### config.mk
export PLATFORM = sky130hd
export DESIGN_NAME = clkdiv_multi_flat
export DESIGN_NICKNAME = d
export VERILOG_FILES = /design/src/rtl/clkdiv_multi_if.sv /design/src/rtl/clkdiv_multi.sv /design/src/flat_wrapper.sv
export SDC_FILE = /design/constraint.sdc
export NUM_CORES = 1
export LEC_CHECK = 0
export BUFFER_PORTS_ARGS = -buffer_cell sky130_fd_sc_hd__buf_2
export CAP_MARGIN = 20
export CORE_UTILIZATION = 45
export CTS_CLUSTER_SIZE = 16
export DETAILED_ROUTE_END_ITERATION = 10
export PLACE_DENSITY_LB_ADDON = 0.05
export SLEW_MARGIN = 5
export SYNTH_ARGS = -nofsm -noshare
export SYNTH_HDL_FRONTEND = slang
export SYNTH_SLANG_ARGS = --single-unit
### constraint.sdc
create_clock -name clk -period 39.8 [get_ports clk]
set_clock_uncertainty 0.2 [all_clocks]
set_input_delay 5.97 -clock clk [delete_from_list [all_inputs] [get_ports clk]]
set_output_delay 5.97 -clock clk [all_outputs]
set_load 0.01 [all_outputs]
### src/rtl/clkdiv_multi_if.sv
// clkdiv_multi_if: control/status bundle for the multi-channel divider (write port, sync, outputs).
// Carries no state; signals pass straight between the driver and the divider.
// Readback signals rd_ch/rd_half exist only when CLKDIV_READBACK_EN is defined.
interface clkdiv_multi_if #(
    parameter int NCH   = 4,
    parameter int CNT_W = 32
);
    localparam int CH_W = ($clog2(NCH) > 0) ? $clog2(NCH) : 1;

    logic             wr_en;
    logic [CH_W-1:0]  wr_ch;
    logic [CNT_W-1:0] wr_half;
    logic             sync;
    logic [NCH-1:0]   clk_div;
    logic [NCH-1:0]   tick;

`ifdef CLKDIV_READBACK_EN
    logic [CH_W-1:0]  rd_ch;
    logic [CNT_W-1:0] rd_half;

    modport master (output wr_en, wr_ch, wr_half, sync, rd_ch,
                    input  clk_div, tick, rd_half);
    modport slave  (input  wr_en, wr_ch, wr_half, sync, rd_ch,
                    output clk_div, tick, rd_half);
`else
    modport master (output wr_en, wr_ch, wr_half, sync,
                    input  clk_div, tick);
    modport slave  (input  wr_en, wr_ch, wr_half, sync,
                    output clk_div, tick);
`endif
endinterface

### src/rtl/clkdiv_multi.sv
// clkdiv_multi: NCH independent programmable dividers, 50% square wave plus one-cycle rising-edge tick.
// Latency: writes land in the shadow register at the next edge and take effect at the next wrap/sync.
// No backpressure: writes are always accepted (out-of-range channel ignored); CLKDIV_READBACK_EN adds rd_ch/rd_half.
module clkdiv_multi #(
    parameter int          NCH          = 4,
    parameter int          CNT_W        = 32,
    parameter int unsigned CLK_FREQ     = 50_000_000,
    parameter int unsigned FREQ         = 50,
    parameter int unsigned DEFAULT_HALF = CLK_FREQ / (2 * FREQ)
) (
    input  logic          clk,
    input  logic          rst,
    clkdiv_multi_if.slave bus
);
    localparam logic [CNT_W-1:0] HALF_RST = CNT_W'(DEFAULT_HALF);
    localparam logic [CNT_W-1:0] ONE      = CNT_W'(1);

    // Per channel: active half-period, shadow half-period, phase counter
    logic [CNT_W-1:0] act_half [NCH];
    logic [CNT_W-1:0] shd_half [NCH];
    logic [CNT_W-1:0] cnt      [NCH];
    logic [NCH-1:0]   div_q;
    logic [NCH-1:0]   tick_q;

    // Shadow half-period capture; channel index outside 0..NCH-1 matches no channel
    always_ff @(posedge clk or posedge rst) begin
        if (rst) begin
            for (int i = 0; i < NCH; i++) shd_half[i] <= HALF_RST;
        end else begin
            for (int i = 0; i < NCH; i++) begin
                if (bus.wr_en && (int'(bus.wr_ch) == i)) shd_half[i] <= bus.wr_half;
            end
        end
    end

    // Channel engines: sync beats everything, then stopped/restart, then wrap, then count.
    // Active half only changes at a counter restart, so the counter never overshoots it.
    always_ff @(posedge clk or posedge rst) begin
        if (rst) begin
            for (int i = 0; i < NCH; i++) begin
                act_half[i] <= HALF_RST;
                cnt[i]      <= '0;
            end
            div_q  <= '0;
            tick_q <= '0;
        end else begin
            for (int i = 0; i < NCH; i++) begin
                if (bus.sync) begin
                    cnt[i]      <= '0;
                    div_q[i]    <= 1'b0;
                    tick_q[i]   <= 1'b0;
                    act_half[i] <= shd_half[i];
                end else if (act_half[i] == '0) begin
                    // Stopped: wait for a non-zero shadow, then start in the low phase
                    cnt[i]    <= '0;
                    div_q[i]  <= 1'b0;
                    tick_q[i] <= 1'b0;
                    if (shd_half[i] != '0) act_half[i] <= shd_half[i];
                end else if (cnt[i] == act_half[i] - ONE) begin
                    cnt[i]      <= '0;
                    act_half[i] <= shd_half[i];
                    if (shd_half[i] == '0) begin
                        div_q[i]  <= 1'b0;
                        tick_q[i] <= 1'b0;
                    end else begin
                        div_q[i]  <= ~div_q[i];
                        tick_q[i] <= ~div_q[i];
                    end
                end else begin
                    cnt[i]    <= cnt[i] + ONE;
                    tick_q[i] <= 1'b0;
                end
            end
        end
    end

    assign bus.clk_div = div_q;
    assign bus.tick    = tick_q;

`ifdef CLKDIV_READBACK_EN
    logic [CNT_W-1:0] rd_q;

    // Registered readback of the active half-period; unknown channels read as zero
    always_ff @(posedge clk or posedge rst) begin
        if (rst) begin
            rd_q <= '0;
        end else if (int'(bus.rd_ch) < NCH) begin
            rd_q <= act_half[bus.rd_ch];
        end else begin
            rd_q <= '0;
        end
    end

    assign bus.rd_half = rd_q;
`endif
endmodule

### src/flat_wrapper.sv
// flat-port wrapper written by rule: the top's interface ports become plain ports
module clkdiv_multi_flat 
#(
    parameter int          NCH          = 4,
    parameter int          CNT_W        = 32,
    parameter int unsigned CLK_FREQ     = 50_000_000,
    parameter int unsigned FREQ         = 50,
    parameter int unsigned DEFAULT_HALF = CLK_FREQ / (2 * FREQ)
)
  (clk, rst, bus_wr_en, bus_wr_ch, bus_wr_half, bus_sync, bus_clk_div, bus_tick);
  clkdiv_multi_if #(.NCH(NCH), .CNT_W(CNT_W)) bus_i ();
  input  logic clk;
  input  logic rst;
  input wire logic [$bits(bus_i.wr_en)-1:0] bus_wr_en;
  input wire logic [$bits(bus_i.wr_ch)-1:0] bus_wr_ch;
  input wire logic [$bits(bus_i.wr_half)-1:0] bus_wr_half;
  input wire logic [$bits(bus_i.sync)-1:0] bus_sync;
  output wire logic [$bits(bus_i.clk_div)-1:0] bus_clk_div;
  output wire logic [$bits(bus_i.tick)-1:0] bus_tick;
  assign bus_i.wr_en = bus_wr_en;
  assign bus_i.wr_ch = bus_wr_ch;
  assign bus_i.wr_half = bus_wr_half;
  assign bus_i.sync = bus_sync;
  assign bus_clk_div = bus_i.clk_div;
  assign bus_tick = bus_i.tick;
  clkdiv_multi #(.NCH(NCH), .CNT_W(CNT_W), .CLK_FREQ(CLK_FREQ), .FREQ(FREQ), .DEFAULT_HALF(DEFAULT_HALF)) u_core (.clk(clk), .rst(rst), .bus(bus_i));
endmodule
==> results.txt <==
----------------------------------------------------
[Status]
  Result of the run ... finished, final reports clean

[Yosys]
  Fraction of the yosys area taken by sequential cells ... 0.470
  Area share of and/or/nand/nor cells after synthesis ... 0.193
  Prevailing post-synth register cell ... dfrtp_1
  Synthesized-area fraction occupied by ao, oa, aoi and oai cells ... 0.0501
  Largest area contributor in the synthesized netlist ... dfrtp_1
  Area contributors post-synth ... dfrtp_1, dfstp_2, mux2_2
  Post-synthesis cell type count ... 79
  Most used standard cell by instance count after synthesis ... dfrtp_1
  Top-area cell type share of the netlist area ... 0.400
  Post-Synth XOR/XNOR Area ... 0.116
  Share of synthesized flip-flops with an asynchronous set or reset ... 1.00
  Post-synthesis net count ... 2,017
  Commonest cells in the netlist ... dfrtp_1, nor2_1, xnor2_1
  Post-synthesis average cell area ... 10.7 um2
  Number of enable flip-flop cells after synthesis ... 0
  Dominant combinational cell family by area after synthesis ... simple AND/OR/NAND/NOR gates
  Netlist Area Pre-Place ... 21,000 um2
  Fraction of synthesized area in multiplexers ... 0.144
  Share of synthesized cell area in full adder, half adder and majority cells ... 0.00476
  Syn Inst Count ... 1,971
  Number of warnings issued by yosys ... 0
  Number of storage elements in the synthesis netlist ... 392

[Placement]
  Global placer's final weighted congestion ... 0.856
  Buffers on Ports ... 45
  Post-detailed-placement half-perimeter wirelength ... 36.5 mm

[Drt]
  Vias ... 14,900
  Detail Route met3 WL ... 2.20 mm
  Router iterations before antenna repair ... 5
  Remaining number of nets flagged by the antenna check after routing ... 0
  Total detailed-routing wirelength ... 51.1 mm
  Routed via count divided by cell count ... 5.67
  Post-detailed-route wirelength per cell ... 19.4 um
  Routed length on met2 ... 23.9 mm
  Top sig layer ... met5
  Violation count after the first detailed-route iteration ... 775
  Total routed wire length on the met1 layer ... 24.1 mm
  Count of unresolved DRC violations after routing ... 0

[Clock tree]
  Clock transition at the registers of the reported paths ... 0.06 ns
  Clk root buf ... clkbuf_16
  Count of instances resized after the clock tree is built ... 0
  CTS max path bufs ... 3
  Number of buffers inserted for hold repair after clock tree synthesis ... 0
  Clock sink count ... 392
  Count of H-tree levels built during CTS ... 2
  TritonCTS clock tree ... built
  Number of buffers inserted by post-CTS setup repair ... 0
  Clock buffer count from CTS ... 45
  Clock Latency Late Sink ... 0.56 ns

[Global routing]
  Initial antenna violation count ... 7
  Via count of the first global-routing pass ... 15,100
  Congestion Overflow GR ... 0
  Maximum number of pins on one net before global-route repair ... 178
  All-Layer GR Usage ... 0.222
  Global-route wire length before repair ... 83.5 mm

[Finish]
  Area used by sequential logic in the layout ... 9880 um2
  Area growth, synth to finish ... 11.1%
  Core utilization of the finished layout ... 0.511
  Fillers ... 4,112
  Area occupied by multi-input gates ... 10,700 um2
  Share of final-layout standard cells stronger than drive strength 1 ... 0.177
  Nets ... 2,047

[Power and ir drop]
  IR Drop Worst-Case VDD ... 0.0365 mV
  Ratio of total power to cell area ... 49.4 nW/um2
  Leak ... 9.36 nW
  Total power of the final layout ... 0.00115 W

[Critical path]
  Delay of the slowest cell on the worst path ... 0.74 ns
  Arrival time of data at the critical path endpoint ... 8.27 ns
  Reg-to-reg critical path startpoint ... u_core.act_half[3]
  Element type at the critical path end ... asynchronous set/reset pin
  Critical path buffer and inverter count ... 4
  Capturing instance or port of the critical path ... u_core.shd_half[64]
  Series of cell instances along the critical path ... buf_2 -> inv_8 -> buf_12 -> buf_4
  Highest net fanout along the worst path ... 177
  Sort of element at the start of the critical path ... input port
  Cell with the largest stage delay on the worst path ... buf_4
  CP Data Required Time ... 40.21 ns
  Category of cells accounting for the largest share of critical-path delay ... buffers and inverters
  Kind of critical path ... input port to asynchronous set/reset pin
  End of the worst register-to-register path ... u_core.cnt[4]
  Critical Path Start ... rst
  Setup slack on the worst flop-to-flop path ... 34.76 ns
  Depth of the worst register-to-register path ... 10
  Crit. path cell count ... 4

[Die]
  Number of I/O pins ... 46
  Area of the core ... 45,800 um2
  Area enclosed by the die boundary ... 47,600 um2
  Starting density of the core ... 0.460
  Die W ... 218 um
  Rows ... 78
  Die Ht ... 218 um

[STA]
  Final slew viol count ... 0
  Setup violators final ... 0
  Post-layout minimum cycle time ... 7.86 ns
  Rel. slew slack ... 0.296
  RSZ-0062 raised after global routing ... no
  Portion of the clock cycle consumed by the worst path in the final layout ... 0.198
  Maximum operating frequency ... 0.127 GHz
  Final hold viol count ... 0
  Worst-Margin Slew ... 1.06 ns
  Sum Neg Setup Slack ... 0 ns

[Flow run]
  Count of maximum capacitance violations ... 0

[Min path]
  Worst hold path type ... flip-flop to flip-flop

----------------------------------------------------
==> registers in the layout, indices dropped and copies added, names as in the netlist <==
name / cells
u_core.bus.clk_div: 4
u_core.cnt: 128
u_core.act_half: 128
u_core.shd_half: 128
u_core.bus.tick: 4
==> report_power, final <==
| part | total [W] | switching (W) | internal (W) |
|---|---|---|---|
| clock network | 0.000414 | 0.000163 | 0.000251 |
| registers | 0.000544 | 0.0000790 | 0.000465 |
| logic | 0.000197 | 0.0000945 | 0.000102 |
| total | 0.00115 | 0.000337 | 0.000818 |
==> metal layers <==
layer | global-route usage | vias to the layer above
met5 | 0 | -
met2 | 0.362 | 251
li1 | - | 7108
met4 | 0.0550 | 2
met3 | 0.0334 | 65
met1 | 0.310 | 7516
==> how the worst min path moves through the flow <==
stage	startpoint	endpoint	slack (ns)	cells after the start
CTS	u_core.shd_half[31]	u_core.act_half[31]	0.32	1
finish	u_core.shd_half[86]	u_core.act_half[86]	0.32	1
global route	u_core.shd_half[86]	u_core.act_half[86]	0.33	1
detailed placement	u_core.shd_half[31]	u_core.act_half[31]	0.31	1
global placement	u_core.shd_half[51]	u_core.act_half[51]	0.30	1
floorplan	u_core.shd_half[88]	u_core.act_half[88]	0.28	1
==> cells in the final DEF (no fill, tap or decap), types with 11 or more instances in the layout <==
cell	n
a21oi_1	26
and3_1	43
buf_2	45
buf_4	11
clkbuf_1	12
clkbuf_16	45
clkbuf_8	13
dfrtp_1	336
dfstp_2	56
inv_1	38
mux2_1	88
mux2_2	129
mux2_4	30
mux2i_1	13
nand2_1	88
nand2b_1	15
nand3_1	70
nand4_1	44
nor2_1	223
nor3_1	59
nor3b_1	11
nor4_1	76
o21ai_0	17
or3_1	33
or4_1	32
xnor2_1	153
xor2_1	125
==> cells by family after synthesis <==
| group | Yosys count |
|---|---|
| simple gates | 771 |
| flops | 392 |
| xor+xnor | 278 |
| mux | 260 |
| compound gates | 146 |
| buf+inv | 116 |
| fa+ha+maj | 8 |
==> area by class of cell <==
type	instances	area share
repair buffers	60	0.0170
flip-flops and latches	392	0.423
multi-input cells	1463	0.458
well taps	600	0.0321
clock buffers	70	0.0578
inverters	39	0.00658
clock inverters	9	0.00525
diodes	1	0.000107
==> per-stage QoR <==
step                      hold WS, ns  setup slack [ns]  std cells  cell area [um2]
after global placement          0.299             31.21       2551            21800
after floorplan                 0.275             22.83       1971            21000
after CTS                       0.317             31.79       2631            23300
after detailed placement        0.305             31.17       2552            21900
final                           0.320             31.94       2634            23400
after global routing            0.332             31.46       2633            23400
==> worst reg2reg max path: cells and delay by family (launching register included) <==
family	cells	cell delay [ns]
AND/OR/NAND/NOR	8	3.74
buffers and inverters	1	0.24
AO/OA/AOI/OAI	1	0.31
flip-flops	1	0.45
(Power assumes the default switching activity.)
